**src/rtl/cache_port_arbiter.sv**
```systemverilog
// Fetch/data port arbiter in front of the single-port data cache.
// Holds the grant through a miss; keeps completion and miss counters.
module cache_port_arbiter #(
  parameter int RR_MODE = 1,
  parameter int CNT_W   = 32
) (
  input  logic             clk,
  input  logic             rst,
  input  logic [31:0]      i_addr,
  input  logic             i_rd_req,
  output logic [31:0]      i_rd_data,
  output logic             i_stall,
  input  logic [31:0]      d_addr,
  input  logic             d_rd_req,
  input  logic             d_wr_req,
  input  logic [31:0]      d_wr_data,
  output logic [31:0]      d_rd_data,
  output logic             d_stall,
  output logic [31:0]      c_addr,
  output logic             c_rd_req,
  output logic             c_wr_req,
  output logic [31:0]      c_wr_data,
  input  logic [31:0]      c_rd_data,
  input  logic             c_miss,
  output logic [CNT_W-1:0] i_done_cnt,
  output logic [CNT_W-1:0] d_done_cnt,
  output logic [CNT_W-1:0] miss_cyc_cnt
);

  typedef enum logic [1:0] {
    IDLE,
    LOCK_I,
    LOCK_D
  } state_t;

  localparam bit RR = (RR_MODE != 0);
  localparam logic [CNT_W-1:0] ONE =
    {{(CNT_W-1){1'b0}}, 1'b1};

  state_t           r_state;
  state_t           w_state_nxt;
  logic             r_last_gnt;
  logic             r_rsp_v;
  logic             r_rsp_sel;
  logic [31:0]      r_i_hold;
  logic [31:0]      r_d_hold;
  logic [CNT_W-1:0] r_i_done;
  logic [CNT_W-1:0] r_d_done;
  logic [CNT_W-1:0] r_miss_cyc;

  logic w_i_req;
  logic w_d_req;
  logic w_sel_i;
  logic w_sel_d;
  logic w_fwd;
  logic w_done;
  logic w_i_rsp;
  logic w_d_rsp;

  assign w_i_req = i_rd_req;
  assign w_d_req = d_rd_req | d_wr_req;

  // Port selection and next state; a lock ignores the other port.
  always_comb begin
    w_sel_i     = 1'b0;
    w_sel_d     = 1'b0;
    w_state_nxt = r_state;
    unique case (r_state)
      LOCK_I: w_sel_i = 1'b1;
      LOCK_D: w_sel_d = 1'b1;
      default: begin
        if (w_i_req && w_d_req) begin
          if (RR) begin
            w_sel_i = r_last_gnt;
            w_sel_d = ~r_last_gnt;
          end else begin
            w_sel_d = 1'b1;
          end
        end else begin
          w_sel_i = w_i_req;
          w_sel_d = w_d_req;
        end
      end
    endcase
    if (w_sel_i || w_sel_d) begin
      if (!c_miss)
        w_state_nxt = IDLE;
      else if (w_sel_d)
        w_state_nxt = LOCK_D;
      else
        w_state_nxt = LOCK_I;
    end
  end

  assign w_fwd  = w_sel_i | w_sel_d;
  assign w_done = w_fwd & ~c_miss;

  assign c_addr    = w_sel_i ? i_addr :
                     w_sel_d ? d_addr : 32'd0;
  assign c_rd_req  = (w_sel_i & i_rd_req) |
                     (w_sel_d & d_rd_req);
  assign c_wr_req  = w_sel_d & d_wr_req;
  assign c_wr_data = w_sel_d ? d_wr_data : 32'd0;

  assign i_stall = w_i_req & ~(w_sel_i & ~c_miss);
  assign d_stall = w_d_req & ~(w_sel_d & ~c_miss);

  assign w_i_rsp = r_rsp_v & ~r_rsp_sel;
  assign w_d_rsp = r_rsp_v & r_rsp_sel;

  assign i_rd_data = w_i_rsp ? c_rd_data : r_i_hold;
  assign d_rd_data = w_d_rsp ? c_rd_data : r_d_hold;

  assign i_done_cnt   = r_i_done;
  assign d_done_cnt   = r_d_done;
  assign miss_cyc_cnt = r_miss_cyc;

  // State register.
  always_ff @(posedge clk) begin
    if (rst) r_state <= IDLE;
    else     r_state <= w_state_nxt;
  end

  // Last grant and read-response tag, updated on completion.
  always_ff @(posedge clk) begin
    if (rst) begin
      r_last_gnt <= 1'b1;
      r_rsp_v    <= 1'b0;
      r_rsp_sel  <= 1'b0;
    end else begin
      r_rsp_v <= w_done & c_rd_req;
      if (w_done) begin
        r_last_gnt <= w_sel_d;
        r_rsp_sel  <= w_sel_d;
      end
    end
  end

  // Per-port read data holds, so data outlives the cache word.
  always_ff @(posedge clk) begin
    if (rst) begin
      r_i_hold <= 32'd0;
      r_d_hold <= 32'd0;
    end else begin
      if (w_i_rsp) r_i_hold <= c_rd_data;
      if (w_d_rsp) r_d_hold <= c_rd_data;
    end
  end

  // Free-running performance counters.
  always_ff @(posedge clk) begin
    if (rst) begin
      r_i_done   <= '0;
      r_d_done   <= '0;
      r_miss_cyc <= '0;
    end else begin
      if (w_done && w_sel_i) r_i_done <= r_i_done + ONE;
      if (w_done && w_sel_d) r_d_done <= r_d_done + ONE;
      if (w_fwd && c_miss)   r_miss_cyc <= r_miss_cyc + ONE;
    end
  end

endmodule

```
**config.mk**
```make
export PLATFORM = sky130hd
export DESIGN_NAME = cache_port_arbiter
export DESIGN_NICKNAME = d
export VERILOG_FILES = /design/src/rtl/cache_port_arbiter.sv
export SDC_FILE = /design/constraint.sdc
export NUM_CORES = 1
export LEC_CHECK = 0
export BUFFER_PORTS_ARGS = -buffer_cell sky130_fd_sc_hd__buf_2
export CAP_MARGIN = 10
export CORE_AREA = 4 4 139 141
export DETAILED_ROUTE_END_ITERATION = 8
export DIE_AREA = 0 0 143 145
export GPL_ROUTABILITY_DRIVEN = 0
export PLACE_DENSITY_LB_ADDON = 0.12
export SETUP_SLACK_MARGIN = 0.02
export SLEW_MARGIN = 25
export SYNTH_ARGS = -nofsm -noshare
export SYNTH_HDL_FRONTEND = slang
export SYNTH_SLANG_ARGS = --single-unit
```
**constraint.sdc**
```tcl
create_clock -name clk -period 2.55 [get_ports clk]
set_input_delay 0.51 -clock clk [delete_from_list [all_inputs] [get_ports clk]]
set_output_delay 0.51 -clock clk [all_outputs]
set_load 0.02 [all_outputs]
```
==> results by group, run 1 <==
Status
  • Status: finished with violations
  • Failing checks: negative setup slack

Synth
  • Synth Register Bits: 165
  • Avg Cell Area, Syn: 8.65 um^2
  • Warnings, synthesis: 0
  • Cell area after synthesis: 0.00788 mm^2
  • Top FF cell, synth: dfxtp_1
  • Syn Inst Count: 911
  • Seq/Total Area, Yosys: 41.9%
  • Synth unique cells: 50
  • EDFF count, synth: 0
  • Synth async-reset ratio: 0%
  • Mapped Nets: 1050

Clocking
  • Clk Tree Root Cell: clkbuf_16
  • H-tree depth: 4
  • CTS tree: built
  • CTS clk-pin slew, worst paths: 0.07 ns
  • Post-CTS Hold Buffers: 0
  • Worst skew pair latency: 0.42 ns
  • Clock buffer depth: 2
  • CTS buffer count: 17
  • Clock sink total: 165

Power and ir drop
  • Power share of the sequential group: 38.6%
  • Maximum VDD drop: 0.000378 V
  • Leakage power: 5.39 nW
  • Pwr Total: 6.85 mW
  • Int Pwr: 4.77 mW
  • Pwr per Cell Area: 583 mW/mm^2
  • Clk pwr share: 36.5%
  • Sw Ratio: 30.3%
  • Comb pwr share: 24.9%
  • Psw: 2.07 mW

Timing
  • Setup Viol. Count Final: 33
  • Slew @ Worst Pin: 0.590 ns
  • FMAX: 370 MHz
  • Slew HR: 60.6%
  • Min cycle time layout: 2.70 ns
  • Final Hold Fails: 0
  • Crit share post-route: 106%
  • Hold Slack: 0.448 ns
  • Slew Limit Fails: 0
  • Post-route setup slack: -0.154 ns
  • Unrepaired setup endpoints after global routing: true
  • Worst Skew: 0.0106 ns

Drt
  • DR iter-0 viols: 371
  • Drt via density: 5.21
  • Antenna Nets Post-Route: 0
  • Drt total wl: 27.5 mm
  • Residual DRC count: 0
  • DR WL/cell: 17.9 um
  • Router iterations before antenna repair: 5
  • Via count: 7999

Min path
  • Worst Hold End: r_rsp_v
  • Worst Hold Path Cells: 2
  • Hold path start: c_miss
  • Hold Crit Class: primary input to register

Layout
  • Commonest non-fill, non-tap cell in the layout: buf_2
  • Area grow syn2layout: 48.8%
  • Fill cells: 1480
  • Share of layout cells above drive strength 1: 45.0%
  • Sequential cell area: 0.00330 mm^2
  • Layout Nets: 1422
  • Final core occ: 65.3%
  • Most frequent cells in the layout: buf_2, dfxtp_1, nand2_1, nor2_1, nor2b_1
  • Area of the multi-input gates: 0.00475 mm^2

Floorplan
  • Num rows: 49
  • Die H: 145 um
  • I/O pin count: 362
  • Die area: 0.0207 mm^2
  • Die width: 143 um
  • Initial cell density of the core: 43.9%
  • Core ar.: 0.0180 mm^2

Global routing
  • Vias in the first global route: 7608
  • Initial antenna violation count: 9
  • Global-route wire length before repair: 40.2 mm
  • Largest net degree at the start of global routing: 50
  • Grt ovf: 0
  • GRT Util Overall: 23.9%

Worst setup path
  • Reg2reg end: i_done_cnt[27]
  • Critical R2R Launch: r_state[0]
  • Worst path required time: 2.04 ns
  • Startpoint types: register
  • CP Max Fanout: 7
  • Worst Path Arrival: 2.19 ns
  • Crit path kind: register to output pin
  • R2R depth: 9
  • R2r setup slk: 0.14 ns
  • Crit. End Element: output pin

Placed design
  • Port bufs: 361
  • Final HPWL DP: 18.5 mm

Flow run
  • Number of max-cap violations: 0
registers in the layout, indices dropped and copies added (netlist names):
name,flops
d_done_cnt,32
i_done_cnt,32
miss_cyc_cnt,32
r_d_hold,32
r_i_hold,32
r_state,2
r_last_gnt,1
r_rsp_sel,1
r_rsp_v,1
cell type report:
class                           count  share of cell area, %
Multi-Input combinational cell    676                   40.5
Sequential cell                   165                   28.2
Timing Repair Buffer              405                   23.2
Clock buffer                       17                   3.63
Tap cell                          229                   2.44
Clock inverter                     15                   1.23
Inverter                           18                  0.576
Antenna cell                       10                  0.213
synth_stat cells (4+ instances only):
master	count	area [um^2]
dfxtp_1	165	3300
nand2_1	102	383
nor2_1	73	274
nor2b_1	68	425
mux2_2	63	709
o21ai_0	58	290
a21oi_1	38	190
xor2_1	37	324
and2_1	35	219
clkbuf_1	35	131
nand4_1	31	194
nand3_1	29	145
or3_1	27	169
xnor2_1	22	193
nor3_1	19	95.1
inv_1	18	67.6
and3_1	9	56.3
buf_2	8	40.0
buf_1	7	26.3
o31ai_1	7	52.6
or4_1	7	52.6
and4_1	6	52.6
nor4_1	6	37.5
ha_1	5	62.6
nand4b_1	4	35.0
critical path: stages (launching register included):
cell	delay [ns]
dfxtp_2	0.34
inv_2	0.05
ha_4	0.28
mux2_4	0.33
o31a_4	0.19
buf_16	0.18
o21ai_2	0.21
buf_4	0.19
kinds of logic after synthesis:
kind of cell             count (synthesis)  share of synthesized area [%]
AND/OR/NAND/NOR                        433                           29.9
flip-flops                             165                           41.9
AO/OA/AOI/OAI                          111                           7.67
buffers and inverters                   71                           3.70
multiplexers                            67                           9.54
XOR/XNOR                                59                           6.55
adder cells (fa/ha/maj)                  5                          0.794
per-layer routing:
metal  share of wire (%)  vias to the layer above  track usage (%)
met5                   0                        -                0
met4                 4.1                        0             9.65
met3                 7.1                       64             5.69
met2                  50                      296             41.8
met1                  39                     3747             27.7
li1                    -                     3892                -
stage by stage:
step	worst slack (ns)	TNS (ns)	cells	instance area, um^2
2_1_floorplan	0.0221	0	911	7880
3_3_place_gp	0.215	0	1469	10000
3_5_place_dp	0.171	0	1469	10000
4_1_cts	-0.0775	-0.599	1516	11100
5_1_grt	-0.214	-4.18	1535	11700
6_report	-0.154	-1.45	1535	11700
repair_timing:
action                     CTS  global route
gates resized for setup    127           122
buffers inserted             9             4
pin swaps                   15            17
setup endpoints to repair   67            67
gates cloned                 6             5
how the worst max path moves through the flow:
stage / startpoint / to / depth (start not counted)
3_5_place_dp: r_state[0] / c_addr[2] / 8
3_3_place_gp: r_state[0] / c_addr[6] / 8
2_1_floorplan: r_state[0] / c_addr[23] / 7
6_report: r_state[0] / c_addr[15] / 7
5_1_grt: r_state[0] / c_addr[15] / 8
4_1_cts: r_state[0] / c_rd_req / 7
power groups by stage:
| stage | clock, mW | combinational (mW) | sequential [mW] |
|---|---|---|---|
| floorplan | 0 | 0.648 | 2.71 |
| global placement | 0 | 1.08 | 2.70 |
| detailed placement | 0 | 1.09 | 2.70 |
| CTS | 2.55 | 1.39 | 2.64 |
| global route | 2.65 | 1.80 | 2.65 |
| finish | 2.50 | 1.71 | 2.64 |
Note: power is estimated with default switching activity, not from simulation.
==> run 2: changes to the inputs <==
Settings changed: PLACE_DENSITY from default to 0.75, PLACE_DENSITY_LB_ADDON 0.12 to default.
==> run 2 against run 1 <==
  * Cell count fell by 0.46%
  * Critical path type unchanged
  * Final area decreased by 2.7%
  * The run still ends with negative setup slack left
  * Highest routed layer unchanged
  * Sequential cell count is the same
  * Sequential share of layout area grew 0.78 points
  * Largest cell class unchanged
  * Routed wire length shrank 1.3%
  * Maximum frequency grew 2.3%
  * Worst setup slack gained 0.060 ns
==> results by group, run 2 (synthesized netlist as in run 1, its figures left out) <==
Timing
  • Setup Viol. Count Final: 33
  • Slew Limit Fails: 0
  • Slew @ Worst Pin: 0.490 ns
  • Unrepaired setup endpoints after global routing: true
  • Worst Skew: 0.0113 ns
  • Post-route setup slack: -0.0942 ns
  • Slew HR: 67.3%
  • FMAX: 378 MHz
  • Post-Route Setup TNS: -2.01 ns
  • Min cycle time layout: 2.64 ns
  • Crit share post-route: 104%
  • Final Hold Fails: 0
  • Hold Slack: 0.454 ns

Worst setup path
  • Crit. End Element: output pin
  • Crit path kind: register to output pin
  • CP Max Fanout: 8
  • Worst path required time: 2.04 ns
  • R2r setup slk: 0.16 ns
  • Worst Path Arrival: 2.13 ns
  • Critical R2R Launch: r_state[0]
  • Startpoint types: register
  • R2R depth: 10
  • Reg2reg end: i_done_cnt[19]

Layout
  • Area grow syn2layout: 44.9%
  • Share of layout cells above drive strength 1: 43.2%
  • Final non-filler cell total: 1528
  • Final instance area: 0.0114 mm^2
  • Layout Nets: 1414
  • Commonest non-fill, non-tap cell in the layout: buf_2
  • Final core occ: 63.6%
  • Most frequent cells in the layout: buf_2, dfxtp_1, nand2_1, nor2_1, nor2b_1

Min path
  • Worst Hold Path Cells: 3
  • Worst Hold End: r_d_hold[19]
  • Hold path start: c_rd_data[19]
  • Hold Crit Class: primary input to register

Placed design
  • Port bufs: 361
  • Placed cell count: 1465
  • Final HPWL DP: 18.6 mm
  • DP Area: 0.00993 mm^2
  • Pre-CTS setup slack: 0.156 ns

Global routing
  • Gr busiest metal: met2
  • GRT met1 Usage: 25.0%
  • Largest net degree at the start of global routing: 71
  • Met3 usage: 6.61%
  • Vias in the first global route: 7779
  • GRT Util Overall: 23.8%
  • GRT met2 Usage: 43.7%
  • Initial antenna violation count: 11
  • Global-route wire length before repair: 40.0 mm
  • Grt ovf: 0

Drt
  • Residual DRC count: 0
  • Drt via density: 5.29
  • DR iter-0 viols: 344
  • Via count: 8090
  • Antenna Nets Post-Route: 0
  • DR WL/cell: 17.8 um
  • Drt total wl: 27.1 mm
  • Router iterations before antenna repair: 5

Status
  • Status: finished with violations
  • Failing checks: negative setup slack

Flow run
  • Number of max-cap violations: 0

Clocking
  • Clock buffer depth: 2
  • Worst skew pair latency: 0.43 ns
  • CTS clk-pin slew, worst paths: 0.06 ns
  • CTS tree: built
  • Clk Tree Root Cell: clkbuf_16
  • CTS buffer count: 17
  • Clock sink total: 165
  • Post-CTS Hold Buffers: 0
  • H-tree depth: 4

Power and ir drop
  • Pwr Total: 6.91 mW
  • Pwr per Cell Area: 605 mW/mm^2
  • Leakage power: 5.26 nW
  • Maximum VDD drop: 0.000441 V

Floorplan
  • Die area: 0.0207 mm^2
  • Die width: 143 um
  • Core ar.: 0.0180 mm^2
  • Num rows: 49
  • Initial cell density of the core: 43.9%
  • I/O pin count: 362
  • Die H: 145 um
-- run 2: routing by layer --
layer / wire length, um / share of wire, % / vias up
li1: - / - / 3872
met1: 10100 / 37 / 3823
met2: 14000 / 51 / 332
met3: 2100 / 7.8 / 63
met4: 928 / 3.4 / 0
met5: 0 / 0 / -
-- run 2: what timing repair did --
action | in CTS | in global routing
endpoints found under the hold margin | 0 | 0
pin swaps | 5 | 7
gates resized for setup | 64 | 112
buffers inserted | 6 | 4
setup endpoints to repair | 68 | 71
cloned | 7 | 3
-- run 2: critical path, stage by stage (launching register included) --
cell	delay, ns
dfxtp_2	0.33
inv_2	0.05
ha_4	0.29
mux2_4	0.33
o31a_4	0.20
buf_16	0.19
o21ai_2	0.16
buf_4	0.16
-- run 2: how the worst max path moves through the flow --
stage	endpoint	cells past startpoint	startpoint	slack (ns)
after global placement	c_addr[28]	7	r_state[0]	0.22
after global routing	c_addr[11]	7	r_state[0]	-0.15
final	c_addr[8]	7	r_state[0]	-0.09
after floorplan	c_addr[23]	7	r_state[0]	0.02
after detailed placement	c_addr[18]	7	r_state[0]	0.16
after CTS	c_addr[24]	7	r_state[0]	-0.09
-- run 2: where the power goes --
group / internal (mW) / switching, mW
registers: 2.62 / 0.0279
logic: 0.693 / 0.862
clock network: 1.62 / 1.10
total: 4.93 / 1.99
-- run 2: final cells by class --
cell class | instances | area (um^2)
diodes | 11 | 27.5
multi-input cells | 676 | 4620
well taps | 229 | 287
inverters | 18 | 67.6
clock buffers | 20 | 457
flip-flops and latches | 165 | 3310
fillers | 1474 | 6540
clock inverters | 12 | 169
repair buffers | 397 | 2490
